## src/rtl/jstk_pkg.sv

```systemverilog
// rtl/jstk_pkg.sv - shared types and constants for the PmodJSTK reader
// Purpose: frame-sequencer state enum, joystick command/frame constants,
//          bit offsets of each received byte slot inside the 40-bit frame,
//          and a small helper for sizing counters.
// Ports:   none (package).
package jstk_pkg;

  typedef enum logic [2:0] {
    ST_IDLE,
    ST_SETUP,
    ST_XFER,
    ST_GAP,
    ST_FINISH,
    ST_WAIT
  } jstk_state_t;

  localparam logic [7:0] JSTK_CMD    = 8'h80;
  localparam int         JSTK_NBYTES = 5;

  // Received byte k lands at the slot below; byte 0 is the most significant.
  localparam int JSTK_OFS_X_LO = 32;
  localparam int JSTK_OFS_X_HI = 24;
  localparam int JSTK_OFS_Y_LO = 16;
  localparam int JSTK_OFS_Y_HI = 8;
  localparam int JSTK_OFS_BTN  = 0;

  function automatic int max3(input int a, input int b, input int c);
    int m;
    m = (a > b) ? a : b;
    return (m > c) ? m : c;
  endfunction

endpackage

```

## src/rtl/spi_byte_xfer.sv

```systemverilog
// rtl/spi_byte_xfer.sv - single SPI mode-0 byte exchange engine
// Purpose: on a start pulse, shifts tx_byte out MSB first while shifting
//          miso into rx_byte. sclk rises on the same edge that accepts start,
//          so the first data bit is already on mosi (it tracks tx_byte[7]
//          while idle). mosi changes on sclk falling, miso is sampled on sclk
//          rising. A byte lasts 16*CLK_DIV clocks and ends with sclk low.
// Ports:   clk, reset (async, active-high)
//          start    - begin a byte exchange (ignored while running)
//          tx_byte  - byte to transmit, must be stable while idle
//          miso     - serial data in
//          sclk     - SPI clock, idle low
//          mosi     - serial data out
//          rx_byte  - received byte, complete when done is high
//          done     - high during the final clock of the byte
module spi_byte_xfer #(
  parameter int CLK_DIV = 50
) (
  input  logic       clk,
  input  logic       reset,
  input  logic       start,
  input  logic [7:0] tx_byte,
  input  logic       miso,
  output logic       sclk,
  output logic       mosi,
  output logic [7:0] rx_byte,
  output logic       done
);

  localparam int DIV_W = (CLK_DIV > 1) ? $clog2(CLK_DIV) : 1;

  logic             running;
  logic [DIV_W-1:0] div_cnt;
  logic [2:0]       bit_cnt;
  logic [7:0]       tx_sh;
  logic             half_end;

  assign half_end = (div_cnt == DIV_W'(CLK_DIV - 1));
  assign mosi     = tx_sh[7];
  // Last low half of bit 7: the caller may move on at the next edge.
  assign done     = running && !sclk && half_end && (bit_cnt == 3'd7);

  always_ff @(posedge clk or posedge reset) begin
    if (reset) begin
      running <= 1'b0;
      div_cnt <= '0;
      bit_cnt <= '0;
      tx_sh   <= '0;
      rx_byte <= '0;
      sclk    <= 1'b0;
    end else if (!running) begin
      tx_sh   <= tx_byte;
      div_cnt <= '0;
      bit_cnt <= '0;
      if (start) begin
        running <= 1'b1;
        sclk    <= 1'b1;
        rx_byte <= {rx_byte[6:0], miso};
      end
    end else if (half_end) begin
      div_cnt <= '0;
      if (sclk) begin
        sclk  <= 1'b0;
        tx_sh <= {tx_sh[6:0], 1'b0};
      end else if (bit_cnt == 3'd7) begin
        running <= 1'b0;
      end else begin
        bit_cnt <= bit_cnt + 3'd1;
        sclk    <= 1'b1;
        rx_byte <= {rx_byte[6:0], miso};
      end
    end else begin
      div_cnt <= div_cnt + 1'b1;
    end
  end

endmodule

```

## src/rtl/pmod_jstk_reader.sv

```systemverilog
// rtl/pmod_jstk_reader.sv - periodic PmodJSTK 5-byte SPI frame reader
// Purpose: polls the joystick every POLL_PERIOD clocks while enable is high.
//          Each frame: ss_n low, SS_SETUP clocks, then five byte exchanges
//          separated by BYTE_GAP clocks; byte 0 carries the LED command.
//          Received bytes collect in a shadow register and are published to
//          jstk_data in one step when the frame finishes.
// Ports:   clk, reset (async, active-high)
//          enable     - permits new frames to start
//          led[1:0]   - LED bits, captured at frame start
//          miso       - serial data from joystick
//          ss_n       - slave select, active-low
//          sclk, mosi - SPI clock (idle low) and data to joystick
//          jstk_data  - last complete frame {XL, XH, YL, YH, buttons}
//          data_valid - one-clock pulse when jstk_data updates
//          busy       - high while ss_n is low
module pmod_jstk_reader
  import jstk_pkg::*;
#(
  parameter int CLK_DIV     = 50,
  parameter int SS_SETUP    = 1500,
  parameter int BYTE_GAP    = 1000,
  parameter int POLL_PERIOD = 1000000
) (
  input  logic        clk,
  input  logic        reset,
  input  logic        enable,
  input  logic [1:0]  led,
  input  logic        miso,
  output logic        ss_n,
  output logic        sclk,
  output logic        mosi,
  output logic [39:0] jstk_data,
  output logic        data_valid,
  output logic        busy
);

  localparam int         CNT_MAX   = max3(SS_SETUP, BYTE_GAP, POLL_PERIOD);
  localparam int         CNT_W     = $clog2(CNT_MAX + 1);
  localparam logic [2:0] LAST_BYTE = 3'(JSTK_NBYTES - 1);

  jstk_state_t      state;
  jstk_state_t      state_next;
  logic [CNT_W-1:0] cnt;
  logic [2:0]       byte_idx;
  logic [7:0]       cmd_reg;
  logic [39:0]      shadow;
  logic [7:0]       tx_byte;
  logic [7:0]       rx_byte;
  logic             xfer_start;
  logic             xfer_done;
  logic             frame_active_next;

  // Only byte 0 carries the command; the rest are dummy reads.
  assign tx_byte = (byte_idx == 3'd0) ? cmd_reg : 8'h00;

  spi_byte_xfer #(
    .CLK_DIV(CLK_DIV)
  ) u_xfer (
    .clk     (clk),
    .reset   (reset),
    .start   (xfer_start),
    .tx_byte (tx_byte),
    .miso    (miso),
    .sclk    (sclk),
    .mosi    (mosi),
    .rx_byte (rx_byte),
    .done    (xfer_done)
  );

  always_ff @(posedge clk or posedge reset) begin
    if (reset) begin
      state <= ST_IDLE;
    end else begin
      state <= state_next;
    end
  end

  // start is raised in the last SETUP/GAP clock so that sclk rises on the
  // same edge that enters XFER.
  always_comb begin
    state_next = state;
    xfer_start = 1'b0;
    case (state)
      ST_IDLE: begin
        if (enable) state_next = ST_SETUP;
      end
      ST_SETUP: begin
        if (cnt == CNT_W'(SS_SETUP - 1)) begin
          state_next = ST_XFER;
          xfer_start = 1'b1;
        end
      end
      ST_XFER: begin
        if (xfer_done) state_next = (byte_idx == LAST_BYTE) ? ST_FINISH : ST_GAP;
      end
      ST_GAP: begin
        if (cnt == CNT_W'(BYTE_GAP - 1)) begin
          state_next = ST_XFER;
          xfer_start = 1'b1;
        end
      end
      ST_FINISH: begin
        state_next = ST_WAIT;
      end
      ST_WAIT: begin
        if (cnt == CNT_W'(POLL_PERIOD - 1)) state_next = ST_IDLE;
      end
      default: begin
        state_next = ST_IDLE;
      end
    endcase
  end

  assign frame_active_next = (state_next == ST_SETUP) || (state_next == ST_XFER) ||
                             (state_next == ST_GAP);

  // Interval counter restarts from 0 on every state change.
  always_ff @(posedge clk or posedge reset) begin
    if (reset) begin
      cnt <= '0;
    end else if (state_next != state) begin
      cnt <= '0;
    end else if (state == ST_SETUP || state == ST_GAP || state == ST_WAIT) begin
      cnt <= cnt + 1'b1;
    end
  end

  always_ff @(posedge clk or posedge reset) begin
    if (reset) begin
      ss_n       <= 1'b1;
      busy       <= 1'b0;
      cmd_reg    <= '0;
      byte_idx   <= '0;
      shadow     <= '0;
      jstk_data  <= '0;
      data_valid <= 1'b0;
    end else begin
      // Both follow the next state so they switch together on one edge.
      ss_n       <= !frame_active_next;
      busy       <= frame_active_next;
      data_valid <= 1'b0;

      if (state == ST_IDLE && enable) begin
        cmd_reg  <= JSTK_CMD | {6'b0, led};
        byte_idx <= '0;
        shadow   <= '0;
      end

      if (state == ST_XFER && xfer_done) begin
        case (byte_idx)
          3'd0:    shadow[JSTK_OFS_X_LO +: 8] <= rx_byte;
          3'd1:    shadow[JSTK_OFS_X_HI +: 8] <= rx_byte;
          3'd2:    shadow[JSTK_OFS_Y_LO +: 8] <= rx_byte;
          3'd3:    shadow[JSTK_OFS_Y_HI +: 8] <= rx_byte;
          default: shadow[JSTK_OFS_BTN  +: 8] <= rx_byte;
        endcase
        // Advance before GAP so tx_byte is settled ahead of the next start.
        if (byte_idx != LAST_BYTE) byte_idx <= byte_idx + 3'd1;
      end

      if (state == ST_FINISH) begin
        jstk_data  <= shadow;
        data_valid <= 1'b1;
      end
    end
  end

endmodule

```

## config.mk

```make
export PLATFORM = sky130hd
export DESIGN_NAME = pmod_jstk_reader
export DESIGN_NICKNAME = d
export VERILOG_FILES = /design/src/rtl/jstk_pkg.sv /design/src/rtl/spi_byte_xfer.sv /design/src/rtl/pmod_jstk_reader.sv
export SDC_FILE = /design/constraint.sdc
export NUM_CORES = 1
export LEC_CHECK = 0
export CAP_MARGIN = 20
export CORE_MARGIN = 1.5
export CORE_UTILIZATION = 45
export DETAILED_ROUTE_END_ITERATION = 6
export GPL_ROUTABILITY_DRIVEN = 0
export GPL_TIMING_DRIVEN = 0
export MAX_ROUTING_LAYER = met4
export PLACE_DENSITY = 0.76
export RECOVER_POWER = 25
export SETUP_SLACK_MARGIN = 0.4
export SLEW_MARGIN = 20
export SYNTH_ARGS = -nofsm -noshare
export SYNTH_HDL_FRONTEND = slang
export SYNTH_SLANG_ARGS = --single-unit
export TNS_END_PERCENT = 50
```

## constraint.sdc

```tcl
create_clock -name clk -period 4.2 [get_ports clk]
set_input_delay 0.84 -clock clk [delete_from_list [all_inputs] [get_ports clk]]
set_output_delay 0.84 -clock clk [all_outputs]
set_load 0.02 [all_outputs]
```

==> results.json <==
{
  "status": "finished, violations left",
  "violations": "capacitance limit, slew limit",
  "dp_hpwl_um": 8711,
  "finalInstanceArea_um2": 7435,
  "finalSetupViolCount": 0,
  "boundaryPins": 51,
  "synth_fp_nets": 564,
  "ys_warn_count": 0,
  "whs_ns": 0.4884,
  "holdPathEnd": "u_xfer.tx_sh[6]",
  "grt_use_met2_pct": 30.46,
  "reg2reg_to": "shadow[25]",
  "antenna_found_initial": 0,
  "synth_ff_type": "dfrtp_1",
  "p_leak_nw": 3.374,
  "post_cts_buffers": 0,
  "clockRootBuffer": "clkbuf_16",
  "synth_edf_count": 0,
  "grt_pass1_wl_um": 21350,
  "grt_most_used_layer": "met2",
  "syn_to_final_growth_pct": 21.84,
  "reg_top3": "jstk_data: 40 flops, shadow: 40 flops, cnt: 20 flops",
  "n_antenna_cell": 0,
  "worstHoldPathCells": 2,
  "clock.fmax_ghz": 0.3519,
  "reg2reg_depth": 8,
  "min_path_type": "reg -> reg",
  "num_vias": 4341,
  "critPathBufInv": 3,
  "cpPeakStageDelay_ns": 1.16,
  "numCtsBuffers": 17,
  "postPlaceCellArea_um2": 6907,
  "grt_pass1_vias": 4369,
  "wl_per_cell_um": 15.61,
  "fin_crit_sh_pct": 67.66,
  "relSlewSlack_pct": -1.571,
  "htreeDepth": 4,
  "port_buffers": 50,
  "crit_chain": "dlygate4sd3_1, clkinvlp_2, clkbuf_1",
  "die_h_um": 119.5,
  "grt_overflow": 0,
  "critPathLaunchType": "input pin",
  "start_util_pct": 46.08,
  "power.density_nw_per_um2": 374.5,
  "netlist_area_um2": 6102,
  "final_cell_mix": "dfrtp_1, nand2_1, clkdlybuf4s50_1, o21ai_0, mux2_2",
  "clkPwrFrac_pct": 50.3,
  "synthCells": 548,
  "die-area_um2": 14270,
  "pwr-share-seq_pct": 48.3,
  "drcViolationCount": 0,
  "postRouteAntennaNets": 0,
  "viasPerCell": 5.359,
  "cts_hold_buf": 0,
  "cts_max_path_buffers": 2,
  "worstPathArrival_ns": 3.09,
  "combPwrFrac_pct": 1.4,
  "slowest_stage": "clkbuf_1",
  "rsz0062_at_grt": "false",
  "clk_pin_slew_ns": 0.05,
  "worstSetupEndpointType": "async pin",
  "cts_tree": "built",
  "async_flop_share_pct": 100.0,
  "layout_min_cycle_time_ns": 2.842,
  "worstPathRequired_ns": 4.45,
  "grt_max_degree": 35,
  "hold_viol_final": 0,
  "drive_gt1_share_pct": 16.25,
  "avgSynthCellArea_um2": 11.14,
  "drt_iter0_drc": 299,
  "power_switching_mw": 0.5422,
  "grt_util_all_layers_pct": 19.77,
  "clock-sinks": 139,
  "maxSlewViolCount": 29,
  "finClkSkew_ns": 0.009372,
  "grt_use_met3_pct": 4.933,
  "hp-start": "u_xfer.tx_sh[6]",
  "fin_nets": 637,
  "swShare_pct": 19.47,
  "ctsResizeCount": 0,
  "critical_path_class": "in -> async",
  "crit_family": "buffers and inverters",
  "fin_tns_setup_ns": 0,
  "worstMarginPinSlew_ns": 1.524,
  "cap_violations": 1,
  "reg2reg_from": "u_xfer.div_cnt[1]",
  "final_common_cell": "dfrtp_1",
  "finalWirelength_um": 12650,
  "core_um2": 13240,
  "fp-row-count": 42,
  "ys_seq_area_share_pct": 57.02,
  "die_x_um": 119.5,
  "grt_util_met1_pct": 25.03,
  "power.internal_mw": 2.242,
  "peakVddDrop_mv": 0.2622,
  "clock_latency_ns": 0.42,
  "utilization_pct": 56.14,
  "ys_ff_latch": 139,
  "firstDrtPassIters": 4,
  "crit_fanout": 28,
  "ff2ff_setup_slack_ns": 1.76,
  "ys_types": 54
}
## cell usage after synthesis (all sizes together) (2+ instances only)
cell type	number	area, um2
a31oi	3	33.78
clkbuf	10	37.54
dfrtp	138	3453
nand3	14	70.07
mux2	50	593.1
a22oi	2	15.01
nand2b	3	18.77
nor3	21	121.4
and4	4	35.03
mux2i	4	40.04
buf	9	45.05
o21ai	52	260.3
ha	10	125.1
or2	3	18.77
a21oi	5	25.02
or3b	2	17.52
nor4	5	52.55
nand2	106	397.9
nor4b	3	45.04
inv	15	56.30
nand4	7	50.05
or3	2	12.51
nor2b	2	12.51
nor2	32	120.1
xnor2	15	131.4
o31ai	2	15.01
or4	2	22.52
a22o	2	26.28
xor2	9	78.83
and3	3	18.77
## worst max path at each step
stage | cells after the start | slack, ns | endpoint | from
2_1_floorplan | 1 | 1.63 | busy | reset
3_3_place_gp | 2 | 0.53 | jstk_data[25] | reset
3_5_place_dp | 7 | 1.39 | shadow[37] | enable
4_1_cts | 8 | 1.78 | shadow[26] | u_xfer.bit_cnt[0]
5_1_grt | 3 | 0.93 | shadow[37] | reset
6_report | 3 | 1.36 | cnt[16] | reset
## layout make-up
cell class,count,area [um2]
Clock inverter,4,70.07
Clock buffer,28,476.7
Sequential cell,139,3480
Buffer,19,82.58
Multi-Input combinational cell,375,2484
Timing Repair Buffer,54,564.3
Tap cell,176,220.2
Fill cell,1104,5808
Inverter,15,57.56
## logic make-up after synthesis
group	Yosys count	synth area share, %
and+or+nand+nor	214	17.41
DFF	139	57.02
AOI/OAI and AO/OA	73	7.423
muxes	54	10.38
buffers and inverters	34	2.276
xor gates and xnor gates	24	3.445
adders and majority gates	10	2.050
## per-layer routing
layer  vias to the layer above  routed length [um]
met1                      2157                5626
met5                         -                   0
met2                       118                6226
met4                         0                 225
li1                       2040                   -
met3                        26                 569
## tightest hold or removal path, stage by stage (launching register included)
cell and delay, ns:
dfrtp_1 0.34, nand2_1 0.05, o21ai_0 0.06
## power groups by stage
stage               clock (mW)  sequential (mW)  combinational, mW
floorplan                    0             1.37             0.0225
global placement             0             1.37             0.0339
detailed placement           0             1.37             0.0449
CTS                       1.43             1.34             0.0448
global route              1.49             1.34             0.0470
finish                    1.40             1.34             0.0401
## through the flow
step / std cells / worst slack (ns) / total power, mW
floorplan: 548 / 1.626 / 1.390
global placement: 774 / 0.5253 / 1.402
detailed placement: 778 / 1.388 / 1.413
CTS: 810 / 1.783 / 2.817
global route: 810 / 0.9340 / 2.877
finish: 810 / 1.358 / 2.784
Power figures use the tool's default switching activity.
